`config.mk`:
```
export PLATFORM = sky130hd
export DESIGN_NAME = sram_bus_arbiter
export DESIGN_NICKNAME = d
export VERILOG_FILES = /design/src/rtl/sram_bus_arbiter.sv
export SDC_FILE = /design/constraint.sdc
export NUM_CORES = 1
export LEC_CHECK = 0
export ABC_AREA = 0
export BUFFER_PORTS_ARGS = -buffer_cell sky130_fd_sc_hd__buf_2
export CAP_MARGIN = 20
export CORE_AREA = 2 2 109 111
export CTS_CLUSTER_SIZE = 25
export DETAILED_ROUTE_END_ITERATION = 8
export DIE_AREA = 0 0 111 113
export PLACE_DENSITY_LB_ADDON = 0.3
export SYNTH_ARGS = -nofsm -noshare
export SYNTH_HDL_FRONTEND = slang
export SYNTH_SLANG_ARGS = --single-unit
```
`constraint.sdc`:
```
create_clock -name clk -period 1.5 [get_ports clk]
set_input_delay 0.15 -clock clk [delete_from_list [all_inputs] [get_ports clk]]
set_output_delay 0.15 -clock clk [all_outputs]
set_load 0.05 [all_outputs]
```
`src/rtl/sram_bus_arbiter.sv`:
```
// Shares one sram-like port between instruction fetch and data access, one transaction outstanding.
// Define ARB_ROUND_ROBIN_EN to alternate grants on ties; otherwise data has fixed priority over inst.
module sram_bus_arbiter #(
  parameter int ADDR_W = 32,
  parameter int DATA_W = 32
) (
  input  logic                clk,
  input  logic                rst,
  input  logic                inst_req,
  input  logic [ADDR_W-1:0]   inst_addr,
  output logic                inst_addr_ok,
  output logic                inst_data_ok,
  output logic [DATA_W-1:0]   inst_rdata,
  input  logic                data_req,
  input  logic [DATA_W/8-1:0] data_wen,
  input  logic [ADDR_W-1:0]   data_addr,
  input  logic [DATA_W-1:0]   data_wdata,
  output logic                data_addr_ok,
  output logic                data_data_ok,
  output logic [DATA_W-1:0]   data_rdata,
  output logic                mem_req,
  output logic                mem_wr,
  output logic [DATA_W/8-1:0] mem_wstrb,
  output logic [ADDR_W-1:0]   mem_addr,
  output logic [DATA_W-1:0]   mem_wdata,
  input  logic                mem_addr_ok,
  input  logic                mem_data_ok,
  input  logic [DATA_W-1:0]   mem_rdata,
  output logic                stallreq
);

  localparam int SW = DATA_W / 8;

  typedef enum logic [1:0] {S_IDLE, S_ADDR, S_DATA} state_t;

  state_t              r_state;
  logic                r_owner;
  logic                r_wr;
  logic [SW-1:0]       r_wstrb;
  logic [ADDR_W-1:0]   r_addr;
  logic [DATA_W-1:0]   r_wdata;
  logic                w_grant_data;
  logic                w_addr_ok;
  logic                w_data_ok;

`ifdef ARB_ROUND_ROBIN_EN
  logic r_last_owner;
  // On a tie the side that did not win last time gets the port.
  always_comb begin
    w_grant_data = data_req & (~inst_req | ~r_last_owner);
  end
`else
  always_comb begin
    w_grant_data = data_req;
  end
`endif

  always_ff @(posedge clk or negedge rst) begin
    if (!rst) begin
      r_state <= S_IDLE;
      r_owner <= 1'b0;
      r_wr    <= 1'b0;
      r_wstrb <= '0;
      r_addr  <= '0;
      r_wdata <= '0;
`ifdef ARB_ROUND_ROBIN_EN
      r_last_owner <= 1'b1;
`endif
    end else begin
      case (r_state)
        S_IDLE: begin
          if (inst_req | data_req) begin
            r_owner <= w_grant_data;
            r_wr    <= w_grant_data & (|data_wen);
            r_wstrb <= w_grant_data ? data_wen   : '0;
            r_addr  <= w_grant_data ? data_addr  : inst_addr;
            r_wdata <= w_grant_data ? data_wdata : '0;
            r_state <= S_ADDR;
`ifdef ARB_ROUND_ROBIN_EN
            r_last_owner <= w_grant_data;
`endif
          end
        end
        // A data_ok coinciding with addr_ok here is not a response to this request.
        S_ADDR:  if (mem_addr_ok) r_state <= S_DATA;
        S_DATA:  if (mem_data_ok) r_state <= S_IDLE;
        default: r_state <= S_IDLE;
      endcase
    end
  end

  always_comb begin
    w_addr_ok    = (r_state == S_ADDR) & mem_addr_ok;
    w_data_ok    = (r_state == S_DATA) & mem_data_ok;
    inst_addr_ok = w_addr_ok & ~r_owner;
    data_addr_ok = w_addr_ok &  r_owner;
    inst_data_ok = w_data_ok & ~r_owner;
    data_data_ok = w_data_ok &  r_owner;
    inst_rdata   = inst_data_ok ? mem_rdata : '0;
    data_rdata   = data_data_ok ? mem_rdata : '0;
    mem_req      = (r_state == S_ADDR);
    mem_wr       = r_wr;
    mem_wstrb    = r_wstrb;
    mem_addr     = r_addr;
    mem_wdata    = r_wdata;
    stallreq     = (r_state != S_IDLE) | inst_req | data_req;
  end

endmodule

```
## Yosys cells after proc, flatten, opt, wreduce, memory -nomap -nowiden

Index checks and enable logic that the tools add are counted.

- Flip-flop bits (word level): 72
- Output and inout port bits: 139
- Word-level logic and storage cells: 36
- Bits of input ports: 138

- Mux-type cells: 9
- Reductions and logical operators: 5
- Equality and inequality tests: 5
- Bitwise gates (word level): 11

Operator list:

| cell | number |
|---|---|
| 2-to-1 mux 32 bit | 4 |
| bitwise AND 1 bit | 7 |
| 2-to-1 mux 2 bit | 3 |
| case mux 2 bit (3 select lines) | 1 |
| 2-to-1 mux 4 bit | 1 |
| != test 2 bit, second input constant | 2 |
| OR reduction 4 bit | 1 |
| bitwise OR 1 bit | 3 |
| AND reduction 3 bit | 1 |
| == test 2 x 1 -> 1 bit, second input constant | 1 |
| == test 2 bit, second input constant | 1 |
| logical NOT 2 bit | 1 |
| != test 2 x 1 -> 1 bit, second input constant | 1 |
| AND reduction 2 bit | 1 |
| nonzero test 2 bit | 1 |
| NOT 1 bit | 1 |

## Longest topological paths before layout

- Depth in word-level cells: 4
- Mapped depth: 5
- Depth with buffers taken out: 3

## Least setup slack after synthesis

OpenSTA, ideal clock, no wires.

- Path type: reg2out
- From: register r_state[1]
- To: output inst_addr_ok
- Arrival: 2,013 ps
- Required time: 1,350 ps
- Slack: -663 ps
- Buffers on the path: 0
- Cell stages (with the launch flop): 4
- Cell sequence: dfrtp_1 nor2b_1 nand2_1 nor2_1

- Word-level cells in the longest chain between the ends: 3

RTL lines:

| what | line | source |
|---|---|---|
| from (decl) | 36 | `state_t r_state;` |
| from (signal assigned) | 60 | `r_state <= S_IDLE;` |
| from (signal assigned) | 78 | `r_state <= S_ADDR;` |
| from (signal assigned) | 85 | `S_ADDR: if (mem_addr_ok) r_state <= S_DATA;` |
| == test 2 x 1 -> 1 bit | - |  |
| net mem_req | 21 | `output logic mem_req,` |
| bitwise AND 1 bit | 93 | `w_addr_ok = (r_state == S_ADDR) & mem_addr_ok;` |
| bitwise AND 1 bit | 95 | `inst_addr_ok = w_addr_ok & ~r_owner;` |
| to (decl) | 11 | `output logic inst_addr_ok,` |

The timed path passes the listed nets, and every way through them passes these cells.

## Final worst setup path

- From: register r_state[0]
- To: output inst_rdata[8]

- Word-level cells in the longest chain between the ends: 4

RTL lines:

| what | line | source |
|---|---|---|
| == test 2 bit | 94 | `w_data_ok = (r_state == S_DATA) & mem_data_ok;` |
| bitwise AND 1 bit | 94 |  |
| bitwise AND 1 bit | 97 | `inst_data_ok = w_data_ok & ~r_owner;` |
| 2-to-1 mux 32 bit | 99 | `inst_rdata = inst_data_ok ? mem_rdata : '0;` |
| to (decl) | 13 | `output logic [DATA_W-1:0] inst_rdata,` |

Every way passes these cells.

==> reports/metrics.cfg <==
[floorplanning]
die_w_microns=111
die_area_sq_mm=0.0125
coreArea_sq_mm=0.0113
initial_core_util_pct=31.0
ios=277
placementRows=39
dieHeight_microns=113

[power_and_ir_drop]
power.density_mw_per_mm2=2130
total_power_mw=13.2
ir_drop_v=0.00146
p_leak_nw=3.18

[sta]
drv_slew=0
hold_viol_final=0
relSlewSlack_pct=65.9
tightest_slew_ns=0.511
setup_violations=87
max_freq_mhz=546
finalCritPeriodShare_pct=122
fin_setup_tns_ns=-19.61
finalClockSkew_ns=0.00399
post-route-min-period_ns=1.83
hold-worst-slack_ns=0.0370
rsz0062_at_grt=true
finalWorstSetupSlack_ns=-0.331

[drt]
vias=3347
post-route-drc-count=0
wl_microns=11700
postRouteAntennaNets=0
drt-initial-drc-count=163
avgViaCountPerCell=4.68
first_pass_iters=4
wl_per_cell_microns=16.3

[global_routing]
grt_pass1_vias=3486
globalRouteOverflowTotal=0
grt_max_degree=42
grt_antenna_before_repair=1
grt_use_total_pct=18.0
grt_pass1_wl_microns=18000

[outcome]
violations=negative setup slack
status=finished with violations

[critical_path]
worst_r2r_endpoint=mem_addr[8]$_DFFE_PN0P_
crit_path_cell_trace=nand2b_4 -> nor3b_4 -> buf_4 -> buf_12 -> and2_2 -> buf_6
cp-start-kind=flip-flop
crit_fanout=17
arrival_ns=1.68
path_depth=6
reg2reg_slack_ns=-0.02
reg2regPathDepth=5
slowest_delay_ns=0.39
regToRegStartpoint=r_state[1]$_DFFE_PN0P_
cp_data_required_time_ns=1.35
critPathTopFamily=simple AND/OR/NAND/NOR gates
path_class=flip-flop to output pin
cpMaxStageDelayCell=dfrtp_1
end_kind=output pin
crit_buf_inv=3

[clock_tree]
htreeDepth=3
cts.clk_slew.worst_paths_ns=0.06
cts_made_buffers=9
clock-sinks=72
cts_buffer_depth=2
cts_root_buffer=clkbuf_16
cts_tree=built
insertion_delay_ns=0.33

[hold_path]
min_from=data_wdata[31]
worstHoldPathCells=2
worstHoldEndpoint=mem_wdata[31]$_DFFE_PN0P_
hp-class=input pin to flip-flop

[synth]
synth_cells=275
ys_types=22
synth_area_sq_mm=0.00349
syn_nets=413
yosysWarnings=0
syn_area_per_cell_sq_um=12.7
ys_ff_latch=72
ys_seq_area_share_pct=51.6

[layout]
multi_input_area_sq_mm=0.00167
seq_area_sq_mm=0.00180
n_fill_cell=921
nets=704
drive_gt1_share_pct=75.0
syn_to_final_growth_pct=77.9
instances_no_fill=715

[run]
drv_cap=0

[place]
gp_congestion=0.828
hpwl_microns=8530
dp.cells=688
dp_slack_ns=-0.0551
portBuffers=276

==> flip-flops by register name (all words and copies together), names as in the netlist <==
signal and cells:
mem_addr 32, mem_wdata 32, r_state 2, r_owner 1, mem_wr 1, mem_wstrb 4
==> placed cells by master (no fill, tap or decap), types with 2 or more instances in the layout <==
cell type | synthesis | layout
buf_6 | 4 | 35
buf_8 | 0 | 37
buf_2 | 8 | 207
and2_4 | 0 | 24
and2_2 | 0 | 17
mux2_1 | 2 | 2
and2_1 | 65 | 24
mux2_2 | 62 | 62
clkbuf_8 | 0 | 2
dfrtp_1 | 72 | 71
clkinv_2 | 0 | 2
nor2_2 | 1 | 2
a22o_1 | 37 | 37
o21ai_0 | 2 | 2
buf_4 | 4 | 13
clkinvlp_4 | 0 | 2
buf_12 | 0 | 8
clkbuf_16 | 0 | 9
==> metrics by stage <==
step	utilization, %	cell area [sq um]
finish	55.2	6220
CTS	54.2	6110
global placement	46.2	5210
floorplan	-	3570
detailed placement	46.2	5210
global route	55.1	6210
==> metal layers <==
layer / global-route usage, % / wire length, microns / part of all wire, %
met5: 0 / 0 / 0
met4: 8.67 / 311 / 2.7
met1: 20.8 / 4540 / 39
met2: 31.7 / 5920 / 51
met3: 4.23 / 911 / 7.8
==> final cells by class <==
cell class | count | area share [%]
Tap cell | 143 | 2.88
Multi-Input combinational cell | 181 | 26.8
Inverter | 1 | 0.0604
Timing Repair Buffer | 301 | 36.2
Clock inverter | 5 | 0.885
Clock buffer | 11 | 4.07
Sequential cell | 72 | 29.0
Antenna cell | 1 | 0.0402
==> synth_stat cells, drive strengths merged <==
master / count / share of area, %
dfrtp: 72 / 52
and2: 65 / 12
mux2: 64 / 21
a22o: 37 / 9.3
buf: 16 / 3.3
clkbuf: 5 / 0.54
nor2: 3 / 0.39
o21ai: 3 / 0.75
nand2: 2 / 0.21
a21o: 1 / 0.21
and3: 1 / 0.18
and4b: 1 / 0.29
inv: 1 / 0.11
nand2b: 1 / 0.18
nor2b: 1 / 0.18
nor3b: 1 / 0.36
or4: 1 / 0.21
==> worst max path at each step <==
stage | end | start
2_1_floorplan | data_rdata[22] | r_state[0]$_DFFE_PN0P_
3_3_place_gp | inst_rdata[17] | r_state[0]$_DFFE_PN0P_
3_5_place_dp | inst_rdata[17] | r_state[0]$_DFFE_PN0P_
4_1_cts | inst_rdata[18] | r_state[0]$_DFFE_PN0P_
5_1_grt | inst_rdata[8] | r_state[0]$_DFFE_PN0P_
6_report | inst_rdata[8] | r_state[0]$_DFFE_PN0P_
==> kinds of logic (layout without fill, tap and decap cells) <==
| family | count (synthesis) | count (layout) | synth area share (%) |
|---|---|---|---|
| buffers and inverters | 22 | 318 | 3.94 |
| multiplexers | 64 | 64 | 20.6 |
| other | 0 | 1 | 0 |
| flip-flops | 72 | 72 | 51.6 |
| AO/OA/AOI/OAI | 41 | 41 | 10.2 |
| AND/OR/NAND/NOR | 76 | 76 | 13.6 |
==> power breakdown <==
group          internal, mW  switching [mW]
clock                  1.37           0.775
combinational          2.54            5.18
sequential             2.86           0.509
==> repair_timing <==
action                                  CTS  global route
endpoints found under the setup margin   70           139
buffers inserted                          6             4
hold buffers                              1             0
cloned                                    2             0
gates resized for setup                 158            39
hold endpoints to repair                 18             0
pin swaps                                13            11
Power figures use the tool's default switching activity.
